--- src/rtl/spi_bar_receiver.sv ---
// SPI write port for the VGA bar-graph display. Slow SPI lines are oversampled
// in the pixel clock domain. The display bank only changes on a frame-commit pulse.
module spi_bar_receiver #(
    parameter int N           = 15,
    parameter int SYNC_STAGES = 2
) (
    input  logic           CLOCK_50,
    input  logic           KEY0,
    input  logic           spi_clk,
    input  logic           csel,
    input  logic           mosi,
    input  logic           commit,
    output logic [N*8-1:0] bars,
    output logic           wr_strobe,
    output logic           pkt_err,
    output logic [7:0]     err_count
);
    localparam logic [7:0] N_ADDR   = 8'(N);
    localparam logic [4:0] BIT_FULL = 5'd16;
    localparam logic [4:0] BIT_SAT  = 5'd17;

    typedef enum logic [1:0] {
        ARM   = 2'd0,
        IDLE  = 2'd1,
        SHIFT = 2'd2,
        CHECK = 2'd3
    } state_t;

    logic [SYNC_STAGES-1:0] sclk_sync_r;
    logic [SYNC_STAGES-1:0] csel_sync_r;
    logic [SYNC_STAGES-1:0] mosi_sync_r;
    logic                   sclk_hist_r;
    logic                   csel_hist_r;
    logic                   sclk_s;
    logic                   csel_s;
    logic                   mosi_s;
    logic                   rise_s;
    logic                   csel_fall_s;
    logic                   frame_ok_s;
    state_t                 state_r;
    logic [15:0]            pkt_r;
    logic [4:0]             bit_cnt_r;
    logic [7:0]             shadow_r [N];

    // Synchronisers keep running through reset so a frame already in flight
    // at reset release still looks like "csel high" and is skipped in ARM.
    always_ff @(posedge CLOCK_50) begin
        sclk_sync_r <= {sclk_sync_r[SYNC_STAGES-2:0], spi_clk};
        csel_sync_r <= {csel_sync_r[SYNC_STAGES-2:0], csel};
        mosi_sync_r <= {mosi_sync_r[SYNC_STAGES-2:0], mosi};
        sclk_hist_r <= sclk_s;
        csel_hist_r <= csel_s;
    end

    // Edge detection and frame validity on the synchronised lines.
    always_comb begin
        sclk_s      = sclk_sync_r[SYNC_STAGES-1];
        csel_s      = csel_sync_r[SYNC_STAGES-1];
        mosi_s      = mosi_sync_r[SYNC_STAGES-1];
        rise_s      = sclk_s & ~sclk_hist_r;
        csel_fall_s = ~csel_s & csel_hist_r;
        frame_ok_s  = (bit_cnt_r == BIT_FULL) && (pkt_r[7:0] < N_ADDR);
    end

    // Receive FSM. The strobes are decided on csel_fall so they are high
    // exactly during the CHECK cycle.
    always_ff @(posedge CLOCK_50) begin
        if (!KEY0) begin
            state_r   <= ARM;
            pkt_r     <= 16'd0;
            bit_cnt_r <= 5'd0;
            wr_strobe <= 1'b0;
            pkt_err   <= 1'b0;
            err_count <= 8'd0;
        end else begin
            wr_strobe <= 1'b0;
            pkt_err   <= 1'b0;
            case (state_r)
                ARM: begin
                    if (!csel_s) begin
                        state_r <= IDLE;
                    end
                end
                IDLE: begin
                    if (csel_s) begin
                        state_r   <= SHIFT;
                        bit_cnt_r <= 5'd0;
                        pkt_r     <= 16'd0;
                    end
                end
                SHIFT: begin
                    if (csel_fall_s) begin
                        state_r   <= CHECK;
                        wr_strobe <= frame_ok_s;
                        pkt_err   <= ~frame_ok_s;
                        if (!frame_ok_s && (err_count != 8'hFF)) begin
                            err_count <= err_count + 8'd1;
                        end
                    end else if (rise_s) begin
                        pkt_r <= {mosi_s, pkt_r[15:1]};
                        if (bit_cnt_r != BIT_SAT) begin
                            bit_cnt_r <= bit_cnt_r + 5'd1;
                        end
                    end
                end
                CHECK: begin
                    state_r <= IDLE;
                end
                default: begin
                    state_r <= ARM;
                end
            endcase
        end
    end

    // Shadow write lands at the end of CHECK, after any coincident commit copy.
    always_ff @(posedge CLOCK_50) begin
        if (!KEY0) begin
            for (int i = 0; i < N; i++) begin
                shadow_r[i] <= 8'd0;
            end
        end else if ((state_r == CHECK) && wr_strobe) begin
            for (int i = 0; i < N; i++) begin
                if (pkt_r[7:0] == 8'(i)) begin
                    shadow_r[i] <= pkt_r[15:8];
                end
            end
        end
    end

    // Display bank copies the whole shadow file at once on commit.
    always_ff @(posedge CLOCK_50) begin
        if (!KEY0) begin
            bars <= '0;
        end else if (commit) begin
            for (int i = 0; i < N; i++) begin
                bars[8*i +: 8] <= shadow_r[i];
            end
        end
    end
endmodule

--- config.mk ---
export PLATFORM = sky130hd
export DESIGN_NAME = spi_bar_receiver
export DESIGN_NICKNAME = d
export VERILOG_FILES = /design/src/rtl/spi_bar_receiver.sv
export SDC_FILE = /design/constraint.sdc
export NUM_CORES = 1
export LEC_CHECK = 0
export CAP_MARGIN = 25
export CORE_MARGIN = 2
export CORE_UTILIZATION = 35
export CTS_BUF_LIST = sky130_fd_sc_hd__clkbuf_4 sky130_fd_sc_hd__clkbuf_8 sky130_fd_sc_hd__clkbuf_16
export CTS_CLUSTER_DIAMETER = 150
export CTS_CLUSTER_SIZE = 16
export DETAILED_ROUTE_END_ITERATION = 8
export DONT_BUFFER_PORTS = 1
export GPL_ROUTABILITY_DRIVEN = 0
export MAX_ROUTING_LAYER = met4
export PLACE_DENSITY = 0.47
export RECOVER_POWER = 25
export SLEW_MARGIN = 20
export SYNTH_ARGS = -nofsm -noshare
export SYNTH_HDL_FRONTEND = slang
export SYNTH_SLANG_ARGS = --single-unit
--- constraint.sdc ---
create_clock -name CLOCK_50 -period 3.4 [get_ports CLOCK_50]
set_input_delay 0.51 -clock CLOCK_50 [delete_from_list [all_inputs] [get_ports CLOCK_50]]
set_output_delay 0.51 -clock CLOCK_50 [all_outputs]
set_load 0.02 [all_outputs]
## After elaboration in Yosys (flattened, before gate mapping)

Memory sizes are Yosys's and may differ from the RTL's. A register that Yosys moved wholly into a read port is not among the register bits.
Cells that the tools add are included.

| operators by class | value |
|---|---|
| bitwise operators | 20 |
| reduce and logical (&&, ||, !) cells | 27 |
| eq/ne operators | 26 |
| $lt $le $gt $ge | 1 |
| muxes and demuxes | 89 |
| $add $sub $neg | 2 |

Operator list:

| cell | count |
|---|---|
| 2-to-1 mux 8 bit | 15 |
| 2-to-1 mux 1 bit | 61 |
| == test 8 x 4 -> 1 bit (second input constant) | 7 |
| 2-to-1 mux 16 bit | 3 |
| == test 8 x 3 -> 1 bit (second input constant) | 4 |
| one-hot mux 16 bit (2 select lines) | 1 |
| 2-to-1 mux 5 bit | 4 |
| == test 8 x 2 -> 1 bit (second input constant) | 2 |
| zero test 1 bit | 16 |
| OR 1 bit | 15 |
| != test 2 bit (second input constant) | 6 |
| one-hot mux 5 bit (2 select lines) | 1 |
| AND reduction 3 bit | 3 |
| adder 8 x 1 -> 8 bit (second input constant) | 1 |
| == test 8 x 1 -> 1 bit (second input constant) | 1 |
| zero test 8 bit | 1 |
| < comparator 8 x 4 -> 1 bit (second input constant) | 1 |
| != test 8 bit (second input constant) | 1 |
| one-hot mux 2 bit (4 select lines) | 1 |
| 2-to-1 mux 2 bit | 3 |
| adder 5 x 1 -> 5 bit (second input constant) | 1 |
| == test 5 bit (second input constant) | 1 |
| != test 5 bit (second input constant) | 1 |
| AND reduction 5 bit | 1 |
| other kinds (8) | 14 |

| word-level totals | value |
|---|---|
| word-level logic and storage cells | 177 |
| output and inout port bits | 130 |
| RAM bits | 120 |
| memories kept | 1 |
| register bits after elaboration | 41 |
| input port bits | 6 |

Memories:

| memory | words | bits a word | rd ports | clocked after Yosys merged registers in | write ports | line | text |
|---|---|---|---|---|---|---|---|
| shadow_r | 15 | 8 | 15 | 15 | 15 | 43 | `logic [7:0] shadow_r [N];` |

## Depth between registers and ports, before layout

| depth | value |
|---|---|
| word-level depth | 6 |
| depth in mapped cells | 7 |
| mapped depth without buffers | 6 |

## Worst setup path before layout

No wires, ideal clock.

| timing path | value |
|---|---|
| path type | register to register |
| start | register pkt_r[4] |
| end | memory shadow_r[12][0], enable pin |
| slack | 1070 ps |
| cell stages (with the launch flop) | 3 |
| path buffers | 0 |
| clock period less this slack | 2330 ps |
| arrival | 1932 ps |
| library setup time | 398 ps |
| data required time | 3002 ps |
| cell sequence | dfxtp_1 > or4_1 > o41ai_1 |

RTL lines:

| item | line | text |
|---|---|---|
| start, declared | 41 | `logic [15:0] pkt_r;` |
| start signal, assigned | 100 | `pkt_r <= {mosi_s, pkt_r[15:1]};` |
| end, declared | 43 |  |

## Worst setup path in the final report

| timing path | value |
|---|---|
| start | input KEY0 |
| end | register bars[117] (read register of shadow_r) |

| between the ends | value |
|---|---|
| cells in the longest elaborated chain, start to end | 1 |

RTL lines:

| item | line | text |
|---|---|---|
| start, declared | 8 | `input logic KEY0,` |
| zero test 1 bit (no source line) | n/a |  |
| end, declared | 13 | `output logic [N*8-1:0] bars,` |

Every way passes these cells.
A chain may end at the register's enable or synchronous reset.

==> key figures <==
Floorplan
  • Full die area: about 30000 µm²
  • Die width: about 170 µm
  • Initial Utilization: 0.353
  • Die height: 174 µm
  • Top Ports: 136
  • Row cnt: 62
  • Core area: between 20000 and 30000 µm²

CTS
  • Clock Sinks: between 200 and 300
  • Max clock buf depth: 3
  • Post-CTS setup buffer count: 0
  • CTS H-tree depth: 1
  • Number of CTS-inserted buffers: 21
  • CTS tree: built
  • Clock Latency Late Sink: 0.51 ns
  • Cts repair resizes: 0
  • Clk root buf: clkbuf_16
  • Clk slew on worst S/H paths: about 0.07 ns

STA
  • Final min period: 2.55 ns
  • Clock Skews: roughly 0.013 ns
  • Slew headroom: -0.437
  • Final TNS setup: 0 ns
  • # setup viols final: 0
  • Max Transition Viols Final: between 90 and 100
  • Final Hold Vio Count: 0
  • RSZ-0062 raised after global routing: false
  • Fin crit share: 0.749
  • Worst-Margin Slew: between 2 and 2.5 ns
  • Max Fclk: ~0.4 GHz

Layout
  • Area grow syn2layout: 10.1%
  • Post-route cell area: approximately 11000 µm²
  • Layout cell share with drive strength beyond 1: 0.0606
  • Layout Nets: ~830
  • Most frequent cells in the layout: nor2_1 (206), dfxtp_1 (161), mux2i_1 (126), edfxtp_1 (120), nand2_1 (37)
  • Most common cell after layout, fill and taps aside: nor2_1
  • Filler Cell Count: around 2.8k
  • ANT cells: 0

Synthesis
  • Mean Syn Cell Area: about 12 µm²
  • Synthesized cell area: roughly 10000 µm²
  • Number of distinct library cells after synthesis: 39
  • Synth Instances: around 830
  • Synth Flop Type: dfxtp_1
  • Syn Nets: 841
  • Yosys Warn Count: 0
  • Sequential share of the synthesized area: 0.678
  • Register bit count reported by yosys: between 200 and 300
  • Post-synth EDFFs: 120
  • Asr flop ratio synth: 0

Run
  • Max-cap violations: 2

Global route
  • Initial antenna violation count: 0
  • First-pass GRT wire length: approximately 36 mm
  • GRT Util Overall: 0.161
  • Total gr overflow: 0
  • Largest net degree at the start of global routing: approximately 120
  • Vias in the first global route: 5823

Outcome
  • Status: complete, but fails checks
  • Failing checks: capacitance limit, slew limit

Route
  • Drt wl/cell: 19.7 µm
  • Routed WL: approximately 24 mm
  • Vias/cell: around 4.9
  • Vias: 5875
  • Violation count after the first detailed-route iteration: between 400 and 500
  • Drt first pass iters: 5
  • DR DRC count: 0
  • Routed Antenna Nets: 0

Critical path
  • Critical path launch point type: primary input
  • Highest fanout seen on the critical path: 44
  • CP Class: in2reg
  • Worst EP required: 3.70 ns
  • Crit path DAT: 2.85 ns
  • Crit path capture type: flip-flop

Power
  • VDD IR max: 0.000311 V
  • Total leakage power: approximately 4.2 nW
  • Power per cell area: roughly 610 nW/µm²

Hold path
  • Hold Crit Class: in2reg

Placed design
  • # port buffers: 0
  • Area after DPL: 10400 µm²
  • Detail Placement HPWL: approximately 16 mm
what timing repair did:
action | 4_1_cts | 5_1_grt
hold endpoints to repair | 3 | 0
hold buffers | 3 | 0
setup endpoints to repair | 0 | 0
metrics by stage:
step | worst slack, ns | hold slack (ns) | total power [mW] | util | instances
final | 0.854 | 0.161 | 6.74 | 0.388 | 1209
after global routing | 0.551 | 0.149 | 7.05 | 0.388 | 1209
after CTS | 0.937 | 0.146 | 6.83 | 0.389 | 1209
after detailed placement | 0.961 | 0.312 | 4.38 | 0.365 | 1169
after global placement | 0.998 | 0.311 | 4.36 | 0.365 | 1169
after floorplan | 1.07 | 0.310 | 4.28 | - | 827
Yosys cell counts (2+ instances only):
library cell | n | area, µm²
o2bb2ai_1 | 7 | 61.3
nand4_1 | 5 | 31.3
clkbuf_1 | 31 | 116
buf_2 | 14 | 70.1
dfxtp_1 | 161 | 3220
nor2b_1 | 3 | 18.8
or3_1 | 2 | 12.5
nand3_1 | 9 | 45.0
ha_1 | 8 | 100
edfxtp_1 | 120 | 3600
o31ai_1 | 5 | 37.5
or4_1 | 8 | 60.1
o21ai_0 | 9 | 45.0
nand2b_1 | 9 | 56.3
o41ai_1 | 4 | 35.0
a21oi_1 | 8 | 40.0
nor3b_1 | 3 | 22.5
nand3b_1 | 2 | 15.0
a22o_1 | 7 | 61.3
nand2_1 | 37 | 139
a31oi_1 | 2 | 12.5
inv_1 | 16 | 60.1
mux2i_1 | 126 | 1260
nor3_1 | 4 | 20.0
nor4_1 | 4 | 25.0
nor2_1 | 206 | 773
buf_1 | 5 | 18.8
area by class of cell:
type,count,area (µm²),area share
sequential,281,6830,0.616
multi-input combinational,479,2990,0.270
clock buffer,36,638,0.0575
tap,384,480,0.0433
timing repair buffer,11,82.6,0.00745
inverter,17,63.8,0.00575
clock inverter,1,8.76,0.000790
power breakdown:
part	internal [mW]	leakage (nW)	switching, mW
clock network	1.29	0.332	1.14
registers	3.67	2.50	0.208
logic	0.174	1.39	0.257
total	5.13	4.22	1.61
final timing paths:
kind,start,endpoint,slack [ns],depth (start not counted)
hold / removal,KEY0,err_count[5],0.16,2
setup reg to reg,state_r[1],shadow_r[2][4],0.96,5
setup / recovery,KEY0,bars[117],0.85,3
hold reg to reg,csel_sync_r[0],csel_sync_r[1],0.33,0
layer usage:
metal | part of all wire | routed length, µm | GRT usage
met5 | 0 | 0 | -
met4 | 0.011 | 267 | 0.0326
met3 | 0.073 | 1740 | 0.0491
met2 | 0.48 | 11500 | 0.262
met1 | 0.43 | 10300 | 0.200
critical path, stage by stage:
cell	delay [ns]
inv_2	0.56
clkbuf_1	1.60
nor2_1	0.14
cell families after synthesis:
group	Yosys count	share of synthesized area
and+or+nand+nor	296	0.125
DFF	281	0.678
muxes	126	0.125
buffers and inverters	67	0.0267
AOI/OAI and AO/OA	49	0.0350
adders and majority gates	8	0.00994
state kept, by name, indices dropped and copies added (netlist names):
| register | flops |
|---|---|
| bit_cnt_r | 5 |
| shadow_r | 120 |
| pkt_r | 16 |
| err_count | 8 |
| sclk_sync_r | 2 |
| bars | 120 |
| wr_strobe | 1 |
| state_r | 2 |
| csel_hist_r | 1 |
| mosi_sync_r | 2 |
| sclk_hist_r | 1 |
| pkt_err | 1 |
| csel_sync_r | 2 |
Note: power is estimated with default switching activity, not from simulation.
